**src/rtl/matrix_scan_driver_if.sv**
```systemverilog
// Frame-in / pin-out bundle between the matrix logic (master) and the scan driver (slave).
interface matrix_scan_driver_if;
    logic        enable;
    logic [15:0] matrix;
    logic [3:0]  row_sel;
    logic [3:0]  col_drive;
    logic        frame_strobe;

    modport master (output enable, matrix, input row_sel, col_drive, frame_strobe);
    modport slave  (input enable, matrix, output row_sel, col_drive, frame_strobe);
endinterface

```
**src/rtl/matrix_scan_driver.sv**
```systemverilog
// Multiplexed 4x4 LED scanner: latches the frame once per scan and drives one row per CLK_DIV cycles.
// Outputs are registered (one cycle after state change); no backpressure, enable low blanks at the next edge.
module matrix_scan_driver #(
    parameter int CLK_DIV      = 1000,
    parameter int BLANK_CYCLES = 16
) (
    input  logic               clk,
    input  logic               rst_n,
    matrix_scan_driver_if.slave bus
);
    localparam int TW = (CLK_DIV > 1) ? $clog2(CLK_DIV) : 1;

    typedef enum logic [1:0] {IDLE, BLANK, DRIVE} state_e;

    state_e        state_q, state_d;
    logic [1:0]    row_q, row_d;
    logic [TW-1:0] tick_q, tick_d;
    logic [15:0]   shadow_q, shadow_d;
    logic [3:0]    row_sel_q, row_sel_d;
    logic [3:0]    col_drive_q, col_drive_d;
    logic          strobe_q, strobe_d;

    always_ff @(posedge clk or negedge rst_n) begin
        if (!rst_n) begin
            state_q     <= IDLE;
            row_q       <= 2'd0;
            tick_q      <= '0;
            shadow_q    <= 16'h0000;
            row_sel_q   <= 4'b0000;
            col_drive_q <= 4'b0000;
            strobe_q    <= 1'b0;
        end else begin
            state_q     <= state_d;
            row_q       <= row_d;
            tick_q      <= tick_d;
            shadow_q    <= shadow_d;
            row_sel_q   <= row_sel_d;
            col_drive_q <= col_drive_d;
            strobe_q    <= strobe_d;
        end
    end

    always_comb begin
        state_d     = state_q;
        row_d       = row_q;
        tick_d      = tick_q;
        shadow_d    = shadow_q;
        strobe_d    = 1'b0;
        row_sel_d   = 4'b0000;
        col_drive_d = 4'b0000;

        if (!bus.enable) begin
            state_d = IDLE;
            row_d   = 2'd0;
            tick_d  = '0;
        end else begin
            case (state_q)
                IDLE: begin
                    state_d  = BLANK;
                    row_d    = 2'd0;
                    tick_d   = '0;
                    shadow_d = bus.matrix;
                    strobe_d = 1'b1;
                end
                BLANK: begin
                    tick_d = tick_q + TW'(1);
                    if (tick_q == TW'(BLANK_CYCLES - 1)) state_d = DRIVE;
                end
                DRIVE: begin
                    if (tick_q == TW'(CLK_DIV - 1)) begin
                        state_d = BLANK;
                        tick_d  = '0;
                        row_d   = row_q + 2'd1;
                        // Frame boundary: latch the next frame only after row 3 finishes.
                        if (row_q == 2'd3) begin
                            shadow_d = bus.matrix;
                            strobe_d = 1'b1;
                        end
                    end else begin
                        tick_d = tick_q + TW'(1);
                    end
                end
                default: state_d = IDLE;
            endcase
        end

        // Registered outputs mirror the decode of the state being entered.
        if (state_d == DRIVE) begin
            row_sel_d   = 4'b0001 << row_d;
            col_drive_d = shadow_d[{row_d, 2'b00} +: 4];
        end
    end

    assign bus.row_sel      = row_sel_q;
    assign bus.col_drive    = col_drive_q;
    assign bus.frame_strobe = strobe_q;
endmodule

```
**src/flat_wrapper.sv**
```systemverilog
// flat-port wrapper written by rule: the top's interface ports become plain ports
module matrix_scan_driver_flat 
#(
    parameter int CLK_DIV      = 1000,
    parameter int BLANK_CYCLES = 16
)
  (clk, rst_n, bus_enable, bus_matrix, bus_row_sel, bus_col_drive, bus_frame_strobe);
  matrix_scan_driver_if bus_i ();
  input  logic clk;
  input  logic rst_n;
  input wire logic [$bits(bus_i.enable)-1:0] bus_enable;
  input wire logic [$bits(bus_i.matrix)-1:0] bus_matrix;
  output wire logic [$bits(bus_i.row_sel)-1:0] bus_row_sel;
  output wire logic [$bits(bus_i.col_drive)-1:0] bus_col_drive;
  output wire logic [$bits(bus_i.frame_strobe)-1:0] bus_frame_strobe;
  assign bus_i.enable = bus_enable;
  assign bus_i.matrix = bus_matrix;
  assign bus_row_sel = bus_i.row_sel;
  assign bus_col_drive = bus_i.col_drive;
  assign bus_frame_strobe = bus_i.frame_strobe;
  matrix_scan_driver #(.CLK_DIV(CLK_DIV), .BLANK_CYCLES(BLANK_CYCLES)) u_core (.clk(clk), .rst_n(rst_n), .bus(bus_i));
endmodule
```
**config.mk**
```make
export PLATFORM = sky130hd
export DESIGN_NAME = matrix_scan_driver_flat
export DESIGN_NICKNAME = d
export VERILOG_FILES = /design/src/rtl/matrix_scan_driver_if.sv /design/src/rtl/matrix_scan_driver.sv /design/src/flat_wrapper.sv
export SDC_FILE = /design/constraint.sdc
export NUM_CORES = 1
export LEC_CHECK = 0
export ABC_AREA = 1
export BUFFER_PORTS_ARGS = -buffer_cell sky130_fd_sc_hd__buf_2
export CAP_MARGIN = 20
export CORE_ASPECT_RATIO = 0.9
export CORE_MARGIN = 2
export CORE_UTILIZATION = 50
export CTS_CLUSTER_DIAMETER = 30
export CTS_CLUSTER_SIZE = 25
export DETAILED_ROUTE_END_ITERATION = 16
export PLACE_DENSITY = 0.72
export SYNTH_ARGS = -nofsm -noshare
export SYNTH_HDL_FRONTEND = slang
export SYNTH_SLANG_ARGS = --single-unit
```
**constraint.sdc**
```tcl
create_clock -name clk -period 2.3 [get_ports clk]
set_clock_uncertainty 0.2 [all_clocks]
set_input_delay 0.345 -clock clk [delete_from_list [all_inputs] [get_ports clk]]
set_output_delay 0.345 -clock clk [all_outputs]
set_load 0.01 [all_outputs]
```
# [After elaboration in Yosys (flattened, before gate mapping)]
# Cells that the tools add are included.
[word_totals] regBits=39 inputBits=19
[classes] addsub=2 eq_ne=7 shift=2 n_mux=20 n_reduce_logical=1
[op_table] operator="two-way mux 16 bit" count=3
[op_table] operator="one-hot mux 16 bit (2 select lines)" count=1
[op_table] operator="one-hot mux 10 bit (3 select lines)" count=1
[op_table] operator="two-way mux 10 bit" count=2
[op_table] operator="variable part select 16 x 5 -> 4 bit" count=1
[op_table] operator="adder 10 x 1 -> 10 bit, second input constant" count=1
[op_table] operator="== test 10 bit, second input constant" count=1
[op_table] operator="== test 10 x 4 -> 1 bit, second input constant" count=1
[op_table] operator="two-way mux 2 bit" count=5
[op_table] operator="two-way mux 4 bit" count=2
[op_table] operator="== test 2 bit, second input constant" count=3
[op_table] operator="one-hot mux 2 bit (3 select lines)" count=1
[op_table] operator="inequality test 4 x 1 -> 1 bit, second input constant" count=1
[op_table] operator="one-hot mux 2 bit (2 select lines)" count=1
[op_table] operator="<< shifter 1 x 2 -> 4 bit, first input constant" count=1
[op_table] operator="two-way mux 1 bit" count=3
[op_table] operator="adder 2 x 1 -> 2 bit, second input constant" count=1
[op_table] operator="== test 2 x 1 -> 1 bit, second input constant" count=1
[op_table] operator="logical NOT 2 bit" count=1
[op_table] operator="one-hot mux 1 bit (2 select lines)" count=1

# [Depth between registers and ports, before layout]
[depth] depth_word=7 ltp_mapped=14

# [Worst setup path after synthesis]
# OpenSTA, ideal clock, no wires.
[synth_timing] path_type="reg2reg" startpoint="reg u_core.state_q[0]" endpoint="reg u_core.col_drive_q[2], in the netlist u_core.bus.col_drive[2]" arrival_time_ps=1670 path_slack_ps=304 path_stages_with_launch=14 path_buffers=2 synth_period_minus_slack_ps=1996 path_cell_list="dfrtp_1 -> inv_1 -> ha_1 -> buf_2 -> nor2_2 -> nor2_2 -> nand2_1 -> buf_2 -> nand2_1 -> nand2_2 -> nand2_1 -> nand2_1 -> nor2_1 -> nor2_1"
[synth_between] elab_chain_len=5 word_cells_on_any_way=14 cone_classes="eq/ne (3); shift (1); mux (9); reduce/logical (1)"
[synth_lines] item="from (decl)" line="matrix_scan_driver.sv:15" text="state_e state_q, state_d;"
[synth_lines] item="from (signal assigned)" line="matrix_scan_driver.sv:33" text="state_q <= state_d;"
[synth_lines] item="== test 2 bit or logical NOT 2 bit (tied branches)" line="matrix_scan_driver.sv:57" text="case (state_q)"
[synth_lines] item="one-hot mux 16 bit (2 select lines) (*)" line="matrix_scan_driver.sv:57"
[synth_lines] item="two-way mux 16 bit (*)" line="matrix_scan_driver.sv:52" text="if (!bus.enable) begin"
[synth_lines] item="net u_core.shadow_d[10]" line="matrix_scan_driver.sv:18" text="logic [15:0] shadow_q, shadow_d;"
[synth_lines] item="variable part select 16 x 5 -> 4 bit (*)" line="matrix_scan_driver.sv:90" text="col_drive_d = shadow_d[{row_d, 2'b00} +: 4];"
[synth_lines] item="two-way mux 4 bit (*)" line="matrix_scan_driver.sv:88" text="if (state_d == DRIVE) begin"
[synth_lines] item="net u_core.col_drive_d[2]" line="matrix_scan_driver.sv:20" text="logic [3:0] col_drive_q, col_drive_d;"
[synth_lines] item="to (signal assigned)" line="matrix_scan_driver.sv:38" text="col_drive_q <= col_drive_d;"
[synth_lines] item="to (decl)" line="matrix_scan_driver.sv:20"
# The timed path passes the listed nets; every way through them passes the cells marked *.
# A chain may end at the register's enable or synchronous reset.

# [Worst setup path in the final report]
[layout_timing] startpoint="reg u_core.tick_q[0]" endpoint="reg u_core.col_drive_q[2], in the netlist u_core.bus.col_drive[2]"
[layout_between] elab_chain_len=6 word_cells_on_any_way=15 cone_classes="eq/ne (3); shift (1); mux (11)"
[layout_lines] item="from (decl)" line="matrix_scan_driver.sv:17" text="logic [TW-1:0] tick_q, tick_d;"
[layout_lines] item="from (signal assigned)" line="matrix_scan_driver.sv:35" text="tick_q <= tick_d;"
[layout_lines] item="== test 10 bit or == test 10 x 4 -> 1 bit (tied branches)" line="matrix_scan_driver.sv:70, matrix_scan_driver.sv:67"
[layout_lines] item="two-way mux 16 bit, or another cell as far along" line="matrix_scan_driver.sv:70" text="if (tick_q == TW'(CLK_DIV - 1)) begin"
[layout_lines] item="one-hot mux 16 bit (2 select lines), or another cell as far along" line="matrix_scan_driver.sv:57"
[layout_lines] item="two-way mux 16 bit or two-way mux 2 bit (tied branches)" line="matrix_scan_driver.sv:52"
[layout_lines] item="variable part select 16 x 5 -> 4 bit or == test 2 bit (tied branches)" line="matrix_scan_driver.sv:90, matrix_scan_driver.sv:88"
[layout_lines] item="two-way mux 4 bit (*)" line="matrix_scan_driver.sv:88"
[layout_lines] item="net u_core.col_drive_d[2]" line="matrix_scan_driver.sv:20"
# Marks and branches as above.

==> metrics.txt <==
status=finished, final reports clean; clock sinks=39; CTS max path bufs=2; reg-to-reg slack, setup=0.21 ns; startpoint types=register; Max Cap Viol=0; top post-synthesis cells by area=dfrtp_1 (48%), nand2_1 (14%), nand2_2 (6.1%); synth warn=0; CTS tree=built; DIE AREA=4610 um^2; ys flop type=dfrtp_1; WHS=0.0838 ns; post-synthesis async set-or-reset flop share=1.00; Power Total=approximately 1.4 mW; Final HPWL DP=just under 3000 um; Worst Hold Class=input port to register; pin count of the biggest net entering global routing=40; Layout fillers=357; count leader, synth=nand2_1; RePlAce Congestion=~0.87; Vias=approximately 1.6k; Setup Viol. Count Final=0; cell type with the largest total area after synthesis=dfrtp_1; I/O pin total=28; clk_lat worst skew=0.28 ns; GRT overflow=0; Slew Limit Fails=0; Synth Net Count=276; fin util=0.593; synthesized cell area=2040 um^2; # DRC=0; crit-path cells=ha_1 > nand2_2 > nor2_4 > nand2_1 > nand3_1 > nand3_1 > nand2_2 > nor2_2 > nand2_1 > nand2_1 > nor2_1 > nor2_1; arrival time at the worst endpoint=2.10 ns; I/O Buffers=27; root buf cell=clkbuf_8; Core Box Area=3990 um^2; EDFF count, synth=0; CP delay by family, top=simple AND/OR/NAND/NOR gates; layout net count=roughly 310; CP max-delay cell=dfrtp_1; CP Class=register to register; Commonest cells post-synth=nand2_1 (74), dfrtp_1 (39), nor2_1 (23); Die X=71.3 um; Slew @ Worst Pin=0.470 ns; Max rail drop VDD=approximately 0.00036 V; Synth top area share=0.478; routed len/inst=11.6 um; Leak=1.21 nW; Initial Util=0.511; Seq/Total Area, Yosys=0.478; most used cell, CP=nand2_1; Netlist cell types=25; CP required=around 2.3 ns; final hold vios=0; die height=64.6 um; PwrDens=just under 600 nW/um^2; antenna-violating nets left=0; Final TNS setup=0 ns; diodes inserted=0; layout cell share with drive strength beyond 1=0.275; first-pass GRT wire length=6840 um; vias per cell=~4.8; type of destination of the critical path=register; largest incremental delay on the critical path=0.42 ns; Synth Area per Inst=8.13 um^2; Mapped Cells=251; minimum clock period=2.09 ns; Synth Register Bits=39; DR iter-0 viols=111; row cnt=22; WP buf/inv=0; final WL=~4000 um; number of detailed-route iterations in the first pass=4; Max Clk Rate=477 MHz; H-tree levels=2; worst-path maximum fanout=7; Slew HR=0.687; Area growth syn-to-layout=16.0%; vias in the first global route=1503; Tot GR Track Use=0.188; TritonCTS Buffers=5; clk slew on worst S/H paths=around 0.07 ns; period utilization=0.911; initial antenna violation count=0
## final timing paths
| check | end | cells after the start | from |
|---|---|---|---|
| min in group asynchronous | u_core.tick_q[7] | 3 | rst_n |
| min reg2reg | u_core.shadow_q[15] | 2 | u_core.shadow_q[15] |
| max in group asynchronous | u_core.shadow_q[13] | 3 | rst_n |
| max | u_core.bus.col_drive[2] | 12 | u_core.tick_q[0] |
| min | u_core.shadow_q[5] | 3 | bus_matrix[5] |
| max reg2reg | u_core.bus.col_drive[2] | 12 | u_core.tick_q[0] |
## cell type report
cell class | instances | area (um^2) | area share
Inverter | 26 | 97.6 | 0.0412
Timing Repair Buffer | 33 | 195 | 0.0825
Clock buffer | 6 | 82.6 | 0.0349
Multi-Input combinational cell | 182 | 951 | 0.402
Tap cell | 48 | 60.1 | 0.0254
Sequential cell | 39 | 976 | 0.412
Clock inverter | 1 | 5.00 | 0.00211
## cells by family (layout without fill, tap and decap cells)
| group | after synthesis | after routing | share of synthesized area |
|---|---|---|---|
| compound gates | 20 | 20 | 0.0619 |
| fa+ha+maj | 6 | 6 | 0.0368 |
| flops | 39 | 39 | 0.478 |
| buf+inv | 30 | 66 | 0.0619 |
| xor+xnor | 2 | 2 | 0.00859 |
| simple gates | 154 | 154 | 0.353 |
## cell usage in the layout, fill, tap and decap left out, types with 2 or more instances in the layout
| master | synthesis | layout |
|---|---|---|
| o21ai_0 | 7 | 7 |
| nand2_2 | 20 | 22 |
| clkbuf_8 | 0 | 6 |
| a21oi_1 | 8 | 8 |
| nand4_1 | 4 | 4 |
| nand2_1 | 74 | 72 |
| buf_4 | 0 | 4 |
| inv_2 | 4 | 4 |
| o22ai_1 | 2 | 2 |
| nor2_4 | 1 | 2 |
| buf_2 | 2 | 27 |
| nor2_1 | 23 | 23 |
| nand3_2 | 2 | 2 |
| inv_1 | 22 | 22 |
| xor2_1 | 2 | 2 |
| dfrtp_1 | 39 | 39 |
| ha_1 | 6 | 5 |
| nor2_2 | 6 | 5 |
| nand3_1 | 21 | 21 |
## flip-flops by register name (all words and copies together) (netlist names)
signal                   flops
u_core.bus.col_drive         4
u_core.state_q               2
u_core.tick_q               10
u_core.shadow_q             16
u_core.bus.row_sel           4
u_core.row_q                 2
u_core.bus.frame_strobe      1
## timing repair
| item | CTS | global route |
|---|---|---|
| resized for setup | 0 | 4 |
| buffers inserted | 0 | 1 |
| setup endpoints to repair | 0 | 8 |
| hold buffers | 1 | 0 |
| hold endpoints to repair | 39 | 0 |
## report_power, final
group          internal, mW  leakage (nW)  total [mW]  switching (mW)
clock                 0.235        0.0470       0.456           0.221
combinational        0.0691         0.644       0.185           0.115
sequential            0.736         0.523       0.760          0.0239
## stage by stage
step,setup slack [ns],cells,instance area (um^2)
after floorplan,0.304,251,2040
after global placement,0.149,326,2250
after detailed placement,0.134,326,2250
after CTS,0.101,334,2350
after global routing,-0.0225,335,2370
final,0.205,335,2370
## worst register-to-register path, delay by kind of cell (launching register included)
kind	cells	cell delay (ns)
DFF	1	0.42
adders and majority gates	1	0.23
and+or+nand+nor	11	1.16
## layer usage
metal | track usage | up-vias | share of wire
li1 | - | 860 | -
met1 | 0.276 | 728 | 0.51
met2 | 0.279 | 30 | 0.44
met3 | 0.0435 | 2 | 0.043
met4 | 0.0495 | 0 | 0.0064
met5 | 0 | - | 0
Note: power is estimated with default switching activity, not from simulation.
